$ cat src/rtl/dmem_arbiter_pkg.sv
// Shared constants for the data-memory arbiter: FSM encodings, the data
// memory window and the enable/disable levels.
package dmem_arbiter_pkg;

    localparam logic [1:0] ST_IDLE   = 2'd0;
    localparam logic [1:0] ST_ACCESS = 2'd1;
    localparam logic [1:0] ST_RESP   = 2'd2;

    localparam int DMEM_BASE_ADDR = 1024;
    localparam int DMEM_BYTES     = 64;

    localparam logic ENABLE  = 1'b1;
    localparam logic DISABLE = 1'b0;

endpackage

$ cat src/rtl/dmem_arbiter_rr.sv
// Two-way round-robin grant. last_grant resets to 1, so port 0 wins the
// first tie; it only moves when the grant is actually accepted.
module rr_arbiter2 (
    input  logic       clk,
    input  logic       rst,
    input  logic [1:0] req,
    input  logic       accept,
    output logic       gnt_valid,
    output logic       gnt_id
);

    logic last_grant;

    always_comb begin
        gnt_valid = |req;
        if (req == 2'b11) gnt_id = ~last_grant;
        else              gnt_id = req[1];
    end

    always_ff @(posedge clk or negedge rst) begin
        if (!rst)                     last_grant <= 1'b1;
        else if (accept && gnt_valid) last_grant <= gnt_id;
    end

endmodule

$ cat src/rtl/dmem_arbiter.sv
// Shares the single-port data memory between the MEM stage (port 0) and the
// debug/DMA loader (port 1): IDLE -> ACCESS (WAIT_CYCLES) -> RESP, or IDLE -> RESP on a fault.
module dmem_arbiter
    import dmem_arbiter_pkg::*;
#(
    parameter int ADDR_W      = 32,
    parameter int DATA_W      = 32,
    parameter int WAIT_CYCLES = 2,
    parameter int BASE_ADDR   = DMEM_BASE_ADDR,
    parameter int MEM_BYTES   = DMEM_BYTES
) (
    input  logic              clk,
    input  logic              rst,
    input  logic              req0,
    input  logic              we0,
    input  logic [ADDR_W-1:0] addr0,
    input  logic [DATA_W-1:0] wdata0,
    output logic [DATA_W-1:0] rdata0,
    output logic              ready0,
    output logic              err0,
    input  logic              req1,
    input  logic              we1,
    input  logic [ADDR_W-1:0] addr1,
    input  logic [DATA_W-1:0] wdata1,
    output logic [DATA_W-1:0] rdata1,
    output logic              ready1,
    output logic              err1,
    output logic [ADDR_W-1:0] mem_address,
    output logic [DATA_W-1:0] mem_wdata,
    output logic              MemRead,
    output logic              MemWrite,
    input  logic [DATA_W-1:0] mem_rdata,
    output logic              stall,
    output logic              busy
);

    localparam logic [3:0]        CNT_INIT = 4'(WAIT_CYCLES - 1);
    localparam logic [ADDR_W-1:0] ADDR_LO  = ADDR_W'(BASE_ADDR);
    localparam logic [ADDR_W-1:0] ADDR_HI  = ADDR_W'(BASE_ADDR + MEM_BYTES - 4);

    logic [1:0]        state;
    logic [3:0]        cnt;
    logic              lat_port;
    logic              lat_we;
    logic              lat_fault;
    logic [ADDR_W-1:0] lat_addr;
    logic [DATA_W-1:0] lat_wdata;
    logic [DATA_W-1:0] resp_data;

    logic              idle;
    logic              gnt_valid;
    logic              gnt_id;
    logic              sel_we;
    logic [ADDR_W-1:0] sel_addr;
    logic [DATA_W-1:0] sel_wdata;
    logic              sel_fault;

    assign idle = (state == ST_IDLE);

    rr_arbiter2 u_arb (
        .clk       (clk),
        .rst       (rst),
        .req       ({req1, req0}),
        .accept    (idle),
        .gnt_valid (gnt_valid),
        .gnt_id    (gnt_id)
    );

    // Only the granted port's operands are looked at, so the other port may wiggle freely.
    always_comb begin
        sel_we    = gnt_id ? we1    : we0;
        sel_addr  = gnt_id ? addr1  : addr0;
        sel_wdata = gnt_id ? wdata1 : wdata0;
        sel_fault = (sel_addr[1:0] != 2'b00) || (sel_addr < ADDR_LO) || (sel_addr > ADDR_HI);
    end

    always_ff @(posedge clk or negedge rst) begin
        if (!rst) begin
            state     <= ST_IDLE;
            cnt       <= '0;
            lat_port  <= 1'b0;
            lat_we    <= 1'b0;
            lat_fault <= 1'b0;
            lat_addr  <= '0;
            lat_wdata <= '0;
            resp_data <= '0;
        end else begin
            case (state)
                ST_IDLE: begin
                    if (gnt_valid) begin
                        lat_port  <= gnt_id;
                        lat_we    <= sel_we;
                        lat_addr  <= sel_addr;
                        lat_wdata <= sel_wdata;
                        lat_fault <= sel_fault;
                        resp_data <= '0;
                        if (sel_fault) begin
                            state <= ST_RESP;
                        end else begin
                            state <= ST_ACCESS;
                            cnt   <= CNT_INIT;
                        end
                    end
                end
                ST_ACCESS: begin
                    if (cnt == 4'd0) begin
                        resp_data <= lat_we ? '0 : mem_rdata;
                        state     <= ST_RESP;
                    end else begin
                        cnt <= cnt - 4'd1;
                    end
                end
                ST_RESP: state <= ST_IDLE;
                default: state <= ST_IDLE;
            endcase
        end
    end

    // Memory strobes are pure decodes of registered state so an async reset
    // drops MemWrite at once, before the next edge could commit a write.
    always_comb begin
        mem_address = '0;
        mem_wdata   = '0;
        MemRead     = DISABLE;
        MemWrite    = DISABLE;
        if (state == ST_ACCESS) begin
            mem_address = lat_addr;
            mem_wdata   = lat_wdata;
            MemRead     = ~lat_we;
            MemWrite    = lat_we && (cnt == 4'd0);
        end
    end

    always_comb begin
        ready0 = (state == ST_RESP) && !lat_port;
        ready1 = (state == ST_RESP) &&  lat_port;
        rdata0 = ready0 ? resp_data : '0;
        rdata1 = ready1 ? resp_data : '0;
        err0   = ready0 && lat_fault;
        err1   = ready1 && lat_fault;
    end

    assign stall = req0 & ~ready0;
    assign busy  = ~idle;

endmodule

$ cat config.mk
export PLATFORM = sky130hd
export DESIGN_NAME = dmem_arbiter
export DESIGN_NICKNAME = d
export VERILOG_FILES = /design/src/rtl/dmem_arbiter_pkg.sv /design/src/rtl/dmem_arbiter_rr.sv /design/src/rtl/dmem_arbiter.sv
export SDC_FILE = /design/constraint.sdc
export NUM_CORES = 1
export LEC_CHECK = 0
export ABC_AREA = 0
export CORE_MARGIN = 4
export CORE_UTILIZATION = 43
export DETAILED_ROUTE_END_ITERATION = 12
export PLACE_DENSITY = 0.87
export SLEW_MARGIN = 20
export SYNTH_ARGS = -nofsm -noshare
export SYNTH_HDL_FRONTEND = slang
export SYNTH_SLANG_ARGS = --single-unit
$ cat constraint.sdc
create_clock -name clk -period 4 [get_ports clk]
set_input_delay 0.4 -clock clk [delete_from_list [all_inputs] [get_ports clk]]
set_output_delay 0.4 -clock clk [all_outputs]
set_load 0.005 [all_outputs]
==> qor.yml <==
outcome: "complete, no violations"
area_delta_synth_final_pct: 60.28
die_x_um: 123.4
path_clk_slew_ns: 0.07
hpwl_um: 13800
path_max_fanout: 73
p_leak_uw: 0.003795
clkSinkCount: 106
grt_use_total: 0.2353
worstPathCellList: "nor2b_4 -> buf_4 -> nor2b_2 -> clkdlybuf4s50_1"
antenna_found_initial: 0
cts_tree: "built"
synth_ff_type: "dfrtp_1"
fin_nets: 1088
whs_ns: 0.0009255
wl_met1_um: 7255
cp_data_arrival_time_ns: 2.32
finalHoldViolations: 0
power_frac_comb: 0.435
worst_pin_slew_ns: 0.8381
finalSetupViolCount: 0
path_depth: 4
dr_total_vias: 5457
synthMuxAreaShare: 0.1162
power_uw: 4579
layout-drive-gt1-share: 0.04121
wirelength_um: 18200
top_layer: "met4"
route.met2.wl_um: 8862
port_buffers: 301
fin_area_um2: 9185
synth.area.top_cells: "dfrtp_1, and2_1, mux2i_1"
grt_max_degree: 78
clkLatencyLatePin_ns: 0.34
tns_ns: 0
fmax_mhz: 367.5
netlist_top_cells_count: "nand2_1, and2_1, dfrtp_1"
min_path_type: "input port to asynchronous set/reset pin"
ios: 302
met3_length_um: 1426
drv_cap: 0
synth_cell_type_count: 37
first_global_vias: 5330
synth_nets: 811
cts_setup_buffers: 0
synth_edf_count: 0
antennaDiodeCount: 0
clock_power_share: 0.178
p_per_area_nw_per_um2: 498.5
max_stage_delay_ns: 0.56
drt_iter0_drc: 302
numCtsBuffers: 9
p_seq_frac: 0.387
slew_viol_final: 0
cts_hold_buffers: 0
htreeDepth: 3
synth_top_cell_by_area: "dfrtp_1"
placed_cell_area_um2: 8925
critical_path_class: "flop to output pin"
rrSetupSlack_ns: 1.79
p_sw_frac: 0.3599
worstPathRequired_ns: 3.60
yosys.area_share.xor_xnor: 0
drc: 0
p_int_uw: 2931
die_area_um2: 15240
p_sw_uw: 1648
placed_cells: 1081
maxSlewHeadroom: 0.4391
peakVddDrop_mv: 0.3094
synth_top_family_by_area: "simple AND/OR/NAND/NOR gates"
wire_per_inst_um: 16.63
dr.pass1.iters: 4
seq_area_frac_synth: 0.4631
cts-root-buf: "clkbuf_16"
yosysMostFrequentCell: "nand2_1"
synth_cells: 643
ff2ff_path_depth: 5
async_reset_ff_frac: 1.000
grt-ovfl-total: 0
synth_fa_ha_area_frac: 0.004367
grt_pass1_wl_um: 27740
cp_num_buf_inv: 2
cts_buffer_depth: 2
ant_nets: 0
syn_area_um2: 5730
die_h_um: 123.4
yosys_warnings: 0
yosysTopAreaCellShare: 0.4585
crit_family: "buffers and inverters"
critical_path.slowest_cell: "clkdlybuf4s50_1"
core_area_um2: 12820
fin_crit_ns: 2.721
start_util: 0.4468
critPathCaptureType: "output pin"
avgSynthCellArea_um2: 8.912
finClkSkew_ns: 0.005300
fin_crit_sh: 0.6802
crit_path_start_kind: "flop"
grt_setup_unrepaired: "false"
finalWeightedCongestion: 0.8660
ys_seq_elements: 106
ctsResizeCount: 0
finalNonFillerCells: 1094
synthSimpleGateAreaFrac: 0.2683
viasPerCell: 4.988
synth_compound_area_frac: 0.1140
num_rows: 41
registers in the layout, summed over array words and instances, names as in the netlist:
signal	cells
lat_fault	1
lat_port	1
resp_data	32
state	2
lat_we	1
lat_wdata	32
u_arb.last_grant	1
cnt	4
lat_addr	32
worst register-to-register path, delay by kind of cell, from the launching register on:
family             cells  cell delay, ns
AOI/OAI and AO/OA      4            1.07
DFF                    1            0.44
and+or+nand+nor        1            0.58
power groups by stage:
| stage | combinational (uW) | sequential, uW | clock [uW] |
|---|---|---|---|
| floorplan | 1150 | 1700 | 0 |
| global placement | 1950 | 1770 | 0 |
| detailed placement | 2010 | 1790 | 0 |
| CTS | 2010 | 1780 | 837 |
| global route | 2230 | 1840 | 883 |
| finish | 1990 | 1770 | 817 |
area by class of cell:
class,count,area [um2]
multi-input cells,487,2935
well taps,172,215.2
clock buffers,13,260.3
flip-flops and latches,106,2654
repair buffers,312,3105
fillers,1048,3640
inverters,4,15.01
cells by family (layout without fill, tap and decap cells):
family	count (synthesis)	in the layout
mux	66	66
compound gates	119	119
fa+ha+maj	2	2
flops	106	106
buf+inv	50	329
simple gates	300	300
stage by stage:
| stage | utilization | setup slack (ns) |
|---|---|---|
| 4_1_cts | 0.7162 | 1.228 |
| 2_1_floorplan | - | 1.999 |
| 5_1_grt | 0.7162 | 1.153 |
| 6_report | 0.7162 | 1.279 |
| 3_5_place_dp | 0.6959 | 1.386 |
| 3_3_place_gp | 0.6959 | 1.449 |
path summary, 6_finish.rpt:
| kind | from | endpoint |
|---|---|---|
| min reg2reg | lat_wdata[17] | lat_wdata[17] |
| max reg2reg | state[0] | cnt[3] |
| max | state[0] | MemRead |
| min in group clk | lat_wdata[17] | lat_wdata[17] |
| max in group asynchronous | rst | u_arb.last_grant |
| min | rst | lat_addr[8] |
routing by layer:
layer / up-vias / track usage
li1: 2702 / -
met1: 2465 / 0.2912
met3: 52 / 0.05124
met2: 238 / 0.3908
met4: 0 / 0.1121
met5: - / 0
placed cells by master (no fill, tap or decap), types with 2 or more instances in the layout:
cell type | netlist | final
clkdlybuf4s50_1 | 0 | 300
nand2_1 | 133 | 133
and2_1 | 130 | 130
dfrtp_1 | 105 | 105
o21ai_1 | 72 | 71
mux2i_1 | 65 | 65
o21ai_0 | 28 | 28
buf_4 | 0 | 11
nor4_1 | 9 | 9
clkbuf_16 | 0 | 9
nor2_1 | 5 | 5
inv_1 | 4 | 4
a31oi_1 | 4 | 4
nand4_1 | 3 | 3
nor3_1 | 4 | 3
nand3_1 | 3 | 3
and3_1 | 2 | 2
o21a_1 | 2 | 2
a21oi_1 | 3 | 2
or4_1 | 2 | 2
ha_1 | 2 | 2
clkbuf_8 | 0 | 2
clkbuf_1 | 40 | 2
(Power assumes the default switching activity.)
